**src/rtl/uart_key_decoder.sv**
```systemverilog
// UART key decoder: filters ASCII digits from the receiver into a FWFT key FIFO
// and keeps saturating drop statistics for parity errors, rejects and overflows.
module uart_key_decoder #(
    parameter int DEPTH = 4,
    parameter int PTR_W = 2,
    parameter int CNT_W = 8
) (
    input  logic             clk,
    input  logic             reset,
    input  logic [7:0]       rx_ascii,
    input  logic             rx_parity_error,
    input  logic             rx_data_valid,
    output logic [3:0]       key_value,
    output logic             key_valid,
    input  logic             key_ready,
    output logic             fifo_full,
    input  logic             clr_stats,
    output logic [CNT_W-1:0] parity_err_cnt,
    output logic [CNT_W-1:0] reject_cnt,
    output logic [CNT_W-1:0] overflow_cnt
);

    typedef enum logic [1:0] {
        EMPTY,
        PARTIAL,
        FULL
    } occ_state_t;

    localparam logic [PTR_W:0]   OCC_MAX = (PTR_W + 1)'(DEPTH);
    localparam logic [PTR_W:0]   OCC_ONE = (PTR_W + 1)'(1);
    localparam logic [PTR_W-1:0] PTR_ONE = PTR_W'(1);
    localparam logic [CNT_W-1:0] CNT_ONE = CNT_W'(1);
    localparam logic [CNT_W-1:0] CNT_MAX = '1;

    occ_state_t       state;
    logic [PTR_W-1:0] wr_ptr;
    logic [PTR_W-1:0] rd_ptr;
    logic [PTR_W:0]   occ;
    logic [PTR_W:0]   occ_nxt;
    logic [3:0]       mem [DEPTH];

    logic is_digit;
    logic par_evt;
    logic rej_evt;
    logic cand;
    logic push;
    logic pop;
    logic ovf_evt;

    assign is_digit = (rx_ascii >= 8'h30) && (rx_ascii <= 8'h39);
    assign par_evt  = rx_data_valid && rx_parity_error;
    assign rej_evt  = rx_data_valid && !rx_parity_error && !is_digit;
    assign cand     = rx_data_valid && !rx_parity_error && is_digit;
    assign pop      = key_valid && key_ready;
    // A full FIFO still takes a key when the head leaves in the same cycle.
    assign push     = cand && (!fifo_full || pop);
    assign ovf_evt  = cand && !push;

    always_comb begin
        occ_nxt = occ;
        unique case (1'b1)
            push && !pop: occ_nxt = occ + OCC_ONE;
            pop && !push: occ_nxt = occ - OCC_ONE;
            default:      occ_nxt = occ;
        endcase
    end

    always_ff @(posedge clk) begin
        if (!reset) begin
            state     <= EMPTY;
            wr_ptr    <= '0;
            rd_ptr    <= '0;
            occ       <= '0;
            key_valid <= 1'b0;
            fifo_full <= 1'b0;
        end else begin
            if (push) wr_ptr <= wr_ptr + PTR_ONE;
            if (pop)  rd_ptr <= rd_ptr + PTR_ONE;
            occ       <= occ_nxt;
            key_valid <= (occ_nxt != '0);
            fifo_full <= (occ_nxt == OCC_MAX);
            unique case (state)
                EMPTY: begin
                    if (push) state <= PARTIAL;
                end
                PARTIAL: begin
                    if (occ_nxt == OCC_MAX)  state <= FULL;
                    else if (occ_nxt == '0)  state <= EMPTY;
                end
                FULL: begin
                    if (pop && !push) state <= PARTIAL;
                end
                default: state <= EMPTY;
            endcase
        end
    end

    always_ff @(posedge clk) begin
        if (reset && push) mem[wr_ptr] <= rx_ascii[3:0];
    end

    assign key_value = key_valid ? mem[rd_ptr] : 4'd0;

    function automatic logic [CNT_W-1:0] sat_inc(input logic [CNT_W-1:0] c);
        return (c == CNT_MAX) ? c : c + CNT_ONE;
    endfunction

    always_ff @(posedge clk) begin
        if (!reset || clr_stats) begin
            parity_err_cnt <= '0;
            reject_cnt     <= '0;
            overflow_cnt   <= '0;
        end else begin
            if (par_evt) parity_err_cnt <= sat_inc(parity_err_cnt);
            if (rej_evt) reject_cnt     <= sat_inc(reject_cnt);
            if (ovf_evt) overflow_cnt   <= sat_inc(overflow_cnt);
        end
    end

endmodule

```
**config.mk**
```make
export PLATFORM = sky130hd
export DESIGN_NAME = uart_key_decoder
export DESIGN_NICKNAME = d
export VERILOG_FILES = /design/src/rtl/uart_key_decoder.sv
export SDC_FILE = /design/constraint.sdc
export NUM_CORES = 1
export LEC_CHECK = 0
export ABC_AREA = 1
export CORE_UTILIZATION = 31
export DETAILED_ROUTE_END_ITERATION = 12
export GPL_TIMING_DRIVEN = 1
export REMOVE_ABC_BUFFERS = 1
export SLEW_MARGIN = 20
export SYNTH_ARGS = -nofsm -noshare
export SYNTH_HDL_FRONTEND = slang
export SYNTH_SLANG_ARGS = --single-unit
```
**constraint.sdc**
```tcl
create_clock -name clk -period 2.45 [get_ports clk]
set_input_delay 0.49 -clock clk [delete_from_list [all_inputs] [get_ports clk]]
set_output_delay 0.49 -clock clk [all_outputs]
set_load 0.01 [all_outputs]
```
==> results.md, run 1 <==
* Status: completed
* Hold endpoint: parity_err_cnt[2]
* Cell with the most instances after synthesis: nand2_1
* Sw Pwr at 357 uW
* Critical path startpoint category: register
* VDD IR max at 0.000192 V
* Slew HR at 0.733
* Register area share after synthesis at 0.445
* PostCTS Resize Cnt at 0
* Largest net degree at the start of global routing at 18
* I/O pin total at 44
* Maximum root-to-sink buffer count at 2
* Max H-tree Level at 2
* Maxcap violations at 0
* Peak Freq at 440 MHz
* Final setup viols at 0
* Synth top cells by count: nand2_1, nor2_1, dfxtp_1, inv_1, a21oi_1
* #FFs+latches synth at 51
* Seq pwr share at 0.592
* Root Driver: clkbuf_8
* Placer Congestion at 0.783
* Cell taking the most area after synthesis: dfxtp_1
* Synth-to-layout area growth at 27.2%
* Cells after Synth at 330
* Cell Area, Synth at 2650 um2
* CTS clk-pin slew, worst paths at 100 ps
* Tightest Hold Check Type: reg2reg
* Die Ht at 94.5 um
* Endpoint class of the critical path: primary output
* Hold Path Origin: parity_err_cnt[2]
* Initial antenna violation count at 0
* R2R Setup Slk at 590 ps
* Chip width at 94.5 um
* Clock latency on the worst-skew pair at 300 ps
* Avg WL per Cell at 10.9 um
* Final Power at 1.48 mW
* Vias in the first global route at 2044
* Actual slew at the worst max-slew pin at 399 ps
* CP Max Fanout at 9
* RR Startpoint: key_valid
* Sw frac at 0.241
* Fin cells at 495
* Comb power frac at 0.070
* Syn avg cell area at 8.04 um2
* Hold slack at 489 ps
* Starting Density at 0.321
* Die area at 8930 um2
* Yosys cell types at 32
* CTS tree: done
* Top post-synthesis cells by area: dfxtp_1, edfxtp_1, nand2_1
* GR Overflow Total at 0
* Via density at 4.42
* Via count at 2189
* WP data arrival at 1790 ps
* Worst Skew at 2.85 ps
* Crit path time final at 2280 ps
* Critical Path RT at 1960 ps
* Yosys Warn Count at 0
* Hold_buf cts at 0
* WS Path Type: reg2out
* Layout cells sized above 1 at 0.144
* Post-CTS Setup Bufs at 0
* Area fraction of the dominant cell type after synthesis at 0.264
* Final period utilization at 0.929
* Fin. Hold Viols at 0
* I/O Buffers at 43
* RSZ-0062 raised after global routing: false
* 1st-pass router iterations at 4
* Placed cell count at 487
* EDFF count, synth at 16
* DP HPWL at 4.08 mm
* CTS buffer count at 5
* Num Clock Sinks at 51
* WL final at 5.41 mm
* Clk pwr share at 0.338
* Worst hold path stage count at 2
* Nets@finish at 412
* Total track usage at 0.127
* Reg2reg end: key_valid
* Worst slack, placed at -121 ps
* Core area at 8260 um2
* Setup ws final at 175 ps
* PwrDens at 439 nW/um2
* Post-route ant nets at 0
* Worst Reg-to-Reg Cells at 10
* Residual DRC at 0
* Max Slew Vio Count at 0
* Leak at 1.31 nW
* First-pass GRT wire length at 9.03 mm
* Rows at 33
* Ys flop type: dfxtp_1
* Internal power at 1.12 mW
* Asr flop ratio synth at 0
* Drt initial violations at 64
* Ant diodes at 0
-- critical path, stage by stage, from the launching register on --
cell and delay [ps]:
dfxtp_1 500, inv_1 180, o21ai_0 230, a21oi_1 100, clkdlybuf4s50_1 480
-- layout make-up --
cell class / count / area, um2
Sequential cell: 51 / 1180
Timing Repair Buffer: 54 / 513
Clock buffer: 5 / 68.8
Clock inverter: 3 / 25.0
Tap cell: 105 / 131
Fill cell: 850 / 4880
Inverter: 43 / 166
Multi-Input combinational cell: 234 / 1290
-- worst max path at each step --
| stage | startpoint | to | slack [ps] | depth (start not counted) |
|---|---|---|---|---|
| after CTS | register | key_value[3] | 160 | 4 |
| final | register | key_value[3] | 170 | 4 |
| after global placement | rx_ascii[5] | key_valid | -70 | 13 |
| after floorplan | rx_ascii[5] | key_valid | 350 | 12 |
| after detailed placement | rx_ascii[5] | key_valid | -120 | 13 |
| after global routing | register | key_value[2] | 10 | 4 |
-- routing by layer --
layer / wire [um] / track usage / part of all wire / vias to the layer above
li1: - / - / - / 1164
met1: 2590 / 0.159 / 0.48 / 979
met2: 2560 / 0.222 / 0.47 / 42
met3: 217 / 0.0266 / 0.040 / 4
met4: 38 / 0.0303 / 0.0070 / 0
met5: 0 / 0 / 0 / -
-- cell families after synthesis --
kind of cell / Yosys count / synth area share
xor gates and xnor gates: 13 / 0.0429
DFF: 51 / 0.445
muxes: 1 / 0.00377
buffers and inverters: 45 / 0.0689
AOI/OAI and AO/OA: 39 / 0.0858
adders and majority gates: 9 / 0.0453
and+or+nand+nor: 172 / 0.308
-- registers in the layout, summed over array words and instances (netlist names), named ones only --
name and flops:
parity_err_cnt 8, overflow_cnt 8, rd_ptr 2, wr_ptr 2, occ 3, mem 16
fifo_full 1, reject_cnt 8, key_valid 1
-- metrics by stage --
step | setup TNS, ps | area (um2) | util
global placement | -192 | 3280 | 0.397
CTS | 0 | 3370 | 0.409
finish | 0 | 3370 | 0.409
global route | 0 | 3370 | 0.409
detailed placement | -334 | 3280 | 0.397
floorplan | 0 | 2640 | -
-- placed cells by master, fill, tap and decap left out, types with 3 or more instances in the layout --
cell type        instances
nand2_1                 78
nor2_1                  53
clkdlybuf4s50_1         43
inv_1                   35
dfxtp_1                 35
a21oi_1                 17
edfxtp_1                16
nand3_1                 15
o21ai_0                 12
buf_4                   11
xor2_1                   8
ha_1                     8
a21oi_2                  7
nor2_2                   6
inv_2                    5
xnor2_1                  5
clkbuf_8                 5
nand3_2                  4
nand2_2                  4
nor2_4                   3
nand4_1                  3
-- power groups by stage --
stage	logic (mW)	clock network, mW	registers, mW
floorplan	0.0462	0	0.898
global placement	0.104	0	0.897
detailed placement	0.104	0	0.897
CTS	0.104	0.516	0.878
global route	0.114	0.536	0.878
finish	0.103	0.501	0.878
(Power assumes the default switching activity.)
==> inputs of run 2 (changes only) <==
- CORE_UTILIZATION: 31 -> 53
- PLACE_DENSITY: not set -> 0.79
==> results.md, run 2 (synthesis gave the netlist of run 1 again) <==
* CP Max Fanout at 5 (-4)
* Util after Layout at 0.704 (+0.296)
* Worst slack, placed at -186 ps (-64.6 ps)
* WL met3 at 233 um (+7.4%)
* RR Startpoint: key_valid
* Most common cell after layout, fill and taps aside: nand2_1
* RSZ-0062 raised after global routing: false
* Starting Density at 0.558 (+0.237)
* I/O Buffers at 43 (unchanged)
* Largest register by flop count: mem
* Vias in the first global route at 1979 (-3.2%)
* Max FFs per register at 16 (unchanged)
* Ant diodes at 0 (unchanged)
* Maximum root-to-sink buffer count at 2 (unchanged)
* Synth-to-layout area growth at 26.2%
* Clock latency on the worst-skew pair at 300 ps (about the same)
* Final period utilization at 0.930 (+0.00126)
* Crit path cell chain: clkdlybuf4s50_1 -> nand2_1 -> inv_1 -> nand2_1 -> nor2_4 -> nand3_4 -> ha_2 -> fa_1 -> nor2_1 -> nor2_1 -> a21o_1 -> nand3_1 -> nand2_1
* Post-CTS Setup Bufs at 0 (unchanged)
* Status: completed
* Max Slew Vio Count at 0 (unchanged)
* Hold Path Origin: parity_err_cnt[2]
* Actual slew at the worst max-slew pin at 421 ps (+21.7 ps)
* Peak Freq at 439 MHz (-0.14%)
* Reg2reg end: key_valid
* Critical path startpoint category: input pin
* Via density at 4.88 (+10%)
* Largest net degree at the start of global routing at 18 (unchanged)
* Commonest non-fill, non-tap cells in the layout: nand2_1, nor2_1, clkdlybuf4s50_1
* Worst Reg-to-Reg Cells at 10 (unchanged)
* Crit path time final at 2280 ps (+3.10 ps)
* PwrDens at 465 nW/um2 (+5.9%)
* Root Driver: clkbuf_8
* WL final at 5.23 mm (-3.3%)
* I/O pin total at 44 (unchanged)
* WP data arrival at 2480 ps (+690 ps)
* Maxcap violations at 0 (unchanged)
* R2R Setup Slk at 590 ps (about the same)
* Slew HR at 0.719 (-0.0145)
* Wire length on met2 at 2.60 mm (+1.5%)
* Chip width at 72.7 um (-23%)
* Routed met1 length at 2.34 mm (-9.6%)
* Placed cell count at 448 (-8.0%)
* Nets@finish at 411 (-0.24%)
* Hold endpoint: parity_err_cnt[2]
* Total track usage at 0.212 (+0.0850)
* Post-route ant nets at 0 (unchanged)
* Final setup viols at 0 (unchanged)
* Fin cells at 456 (-7.9%)
* CTS buffer count at 5 (unchanged)
* DR top layer: met4
* Via count at 2226 (+1.7%)
* DP HPWL at 3.98 mm (-2.5%)
* First-pass GRT wire length at 8.76 mm (-2.9%)
* Placer Congestion at 0.831 (+6.1%)
* 1st-pass router iterations at 4 (unchanged)
* Drt initial violations at 149 (+130%)
* Slowest-stage cell, CP: clkdlybuf4s50_1
* Worst path max stage delay at 450 ps (-50 ps)
* Num Clock Sinks at 51 (unchanged)
* VDD IR max at 0.000265 V (+38%)
* CP delay by family, top: simple AND/OR/NAND/NOR gates
* Tightest Hold Check Type: reg2reg
* Initial antenna violation count at 0 (unchanged)
* Most common cell on crit path: nand2_1
* CTS tree: done
* Die Ht at 72.7 um (-23%)
* Worst hold path stage count at 2 (unchanged)
* Die area at 5290 um2 (-41%)
* Endpoint class of the critical path: register
* Setup ws final at 172 ps (-3.10 ps)
* CTS clk-pin slew, worst paths at 90 ps (about the same)
* Critical Path RT at 2650 ps (+690 ps)
* Layout cells sized above 1 at 0.144 (+0.000369)
* Fin. Hold Viols at 0 (unchanged)
* Core area at 4750 um2 (-42%)
* Max H-tree Level at 2 (unchanged)
* Avg WL per Cell at 11.5 um (+5.0%)
* Total negative slack at 0 ps (unchanged)
* Rows at 25 (-24%)
* Worst Path Buf+Inv at 2 (unchanged)
* Hold slack at 490 ps (+0.982 ps)
* Leak at 1.32 nW (+0.67%)
* Worst Skew at 5.80 ps (+2.95 ps)
* WS Path Type: in2reg
* GR Overflow Total at 0 (unchanged)
* Residual DRC at 0 (unchanged)
==> run 2: changes by cell type in the layout (fill, tap and decap cells not counted), sizes merged <==
| cell | previous run | this run |
|---|---|---|
| bufinv | 0 | 1 |
| buf | 11 | 10 |
| clkinvlp | 1 | 0 |
==> run 2: worst min-delay path, delay by kind of cell (launching register included) <==
kind                   cells  cell delay [ps]
buffers and inverters      1               60
DFF                        1              340
AOI/OAI and AO/OA          1               60
==> run 2: through the flow <==
stage,power (mW),cell area (um2)
3_3_place_gp,0.999,3230
2_1_floorplan,0.944,2640
4_1_cts,1.57,3340
6_report,1.56,3350
5_1_grt,1.62,3350
3_5_place_dp,1.00,3230
==> run 2: final cells by class <==
| class | instances | area (um2) |
|---|---|---|
| Clock buffer | 5 | 68.8 |
| Clock inverter | 3 | 43.8 |
| Fill cell | 406 | 1410 |
| Inverter | 43 | 166 |
| Multi-Input combinational cell | 234 | 1300 |
| Sequential cell | 51 | 1180 |
| Tap cell | 67 | 83.8 |
| Timing Repair Buffer | 53 | 505 |
==> run 2: what timing repair did <==
item                       4_1_cts  5_1_grt
gates resized for setup          0        2
hold buffers                     0        0
setup endpoints to repair        0        3
==> run 2: power by group <==
part	switching, mW	leakage (nW)	internal, mW
sequential	0.00450	0.426	0.873
clock	0.272	0.0581	0.304
combinational	0.0572	0.836	0.0468
==> run 2: worst max-delay path by stage <==
stage                     start         to  slack (ps)  cells after the start
floorplan           rx_ascii[5]  key_valid         350                     12
global placement    rx_ascii[7]  key_valid        -100                     12
detailed placement  rx_ascii[4]  key_valid        -190                     13
CTS                 rx_ascii[4]  key_valid         110                     13
global route        rx_ascii[4]  key_valid          10                     13
finish              rx_ascii[4]  key_valid         170                     13
==> run 2: per-layer routing <==
metal  up-vias  track usage
li1       1166            -
met1      1005        0.261
met2        49        0.375
met3         6       0.0483
met4         0       0.0523
met5         -            0
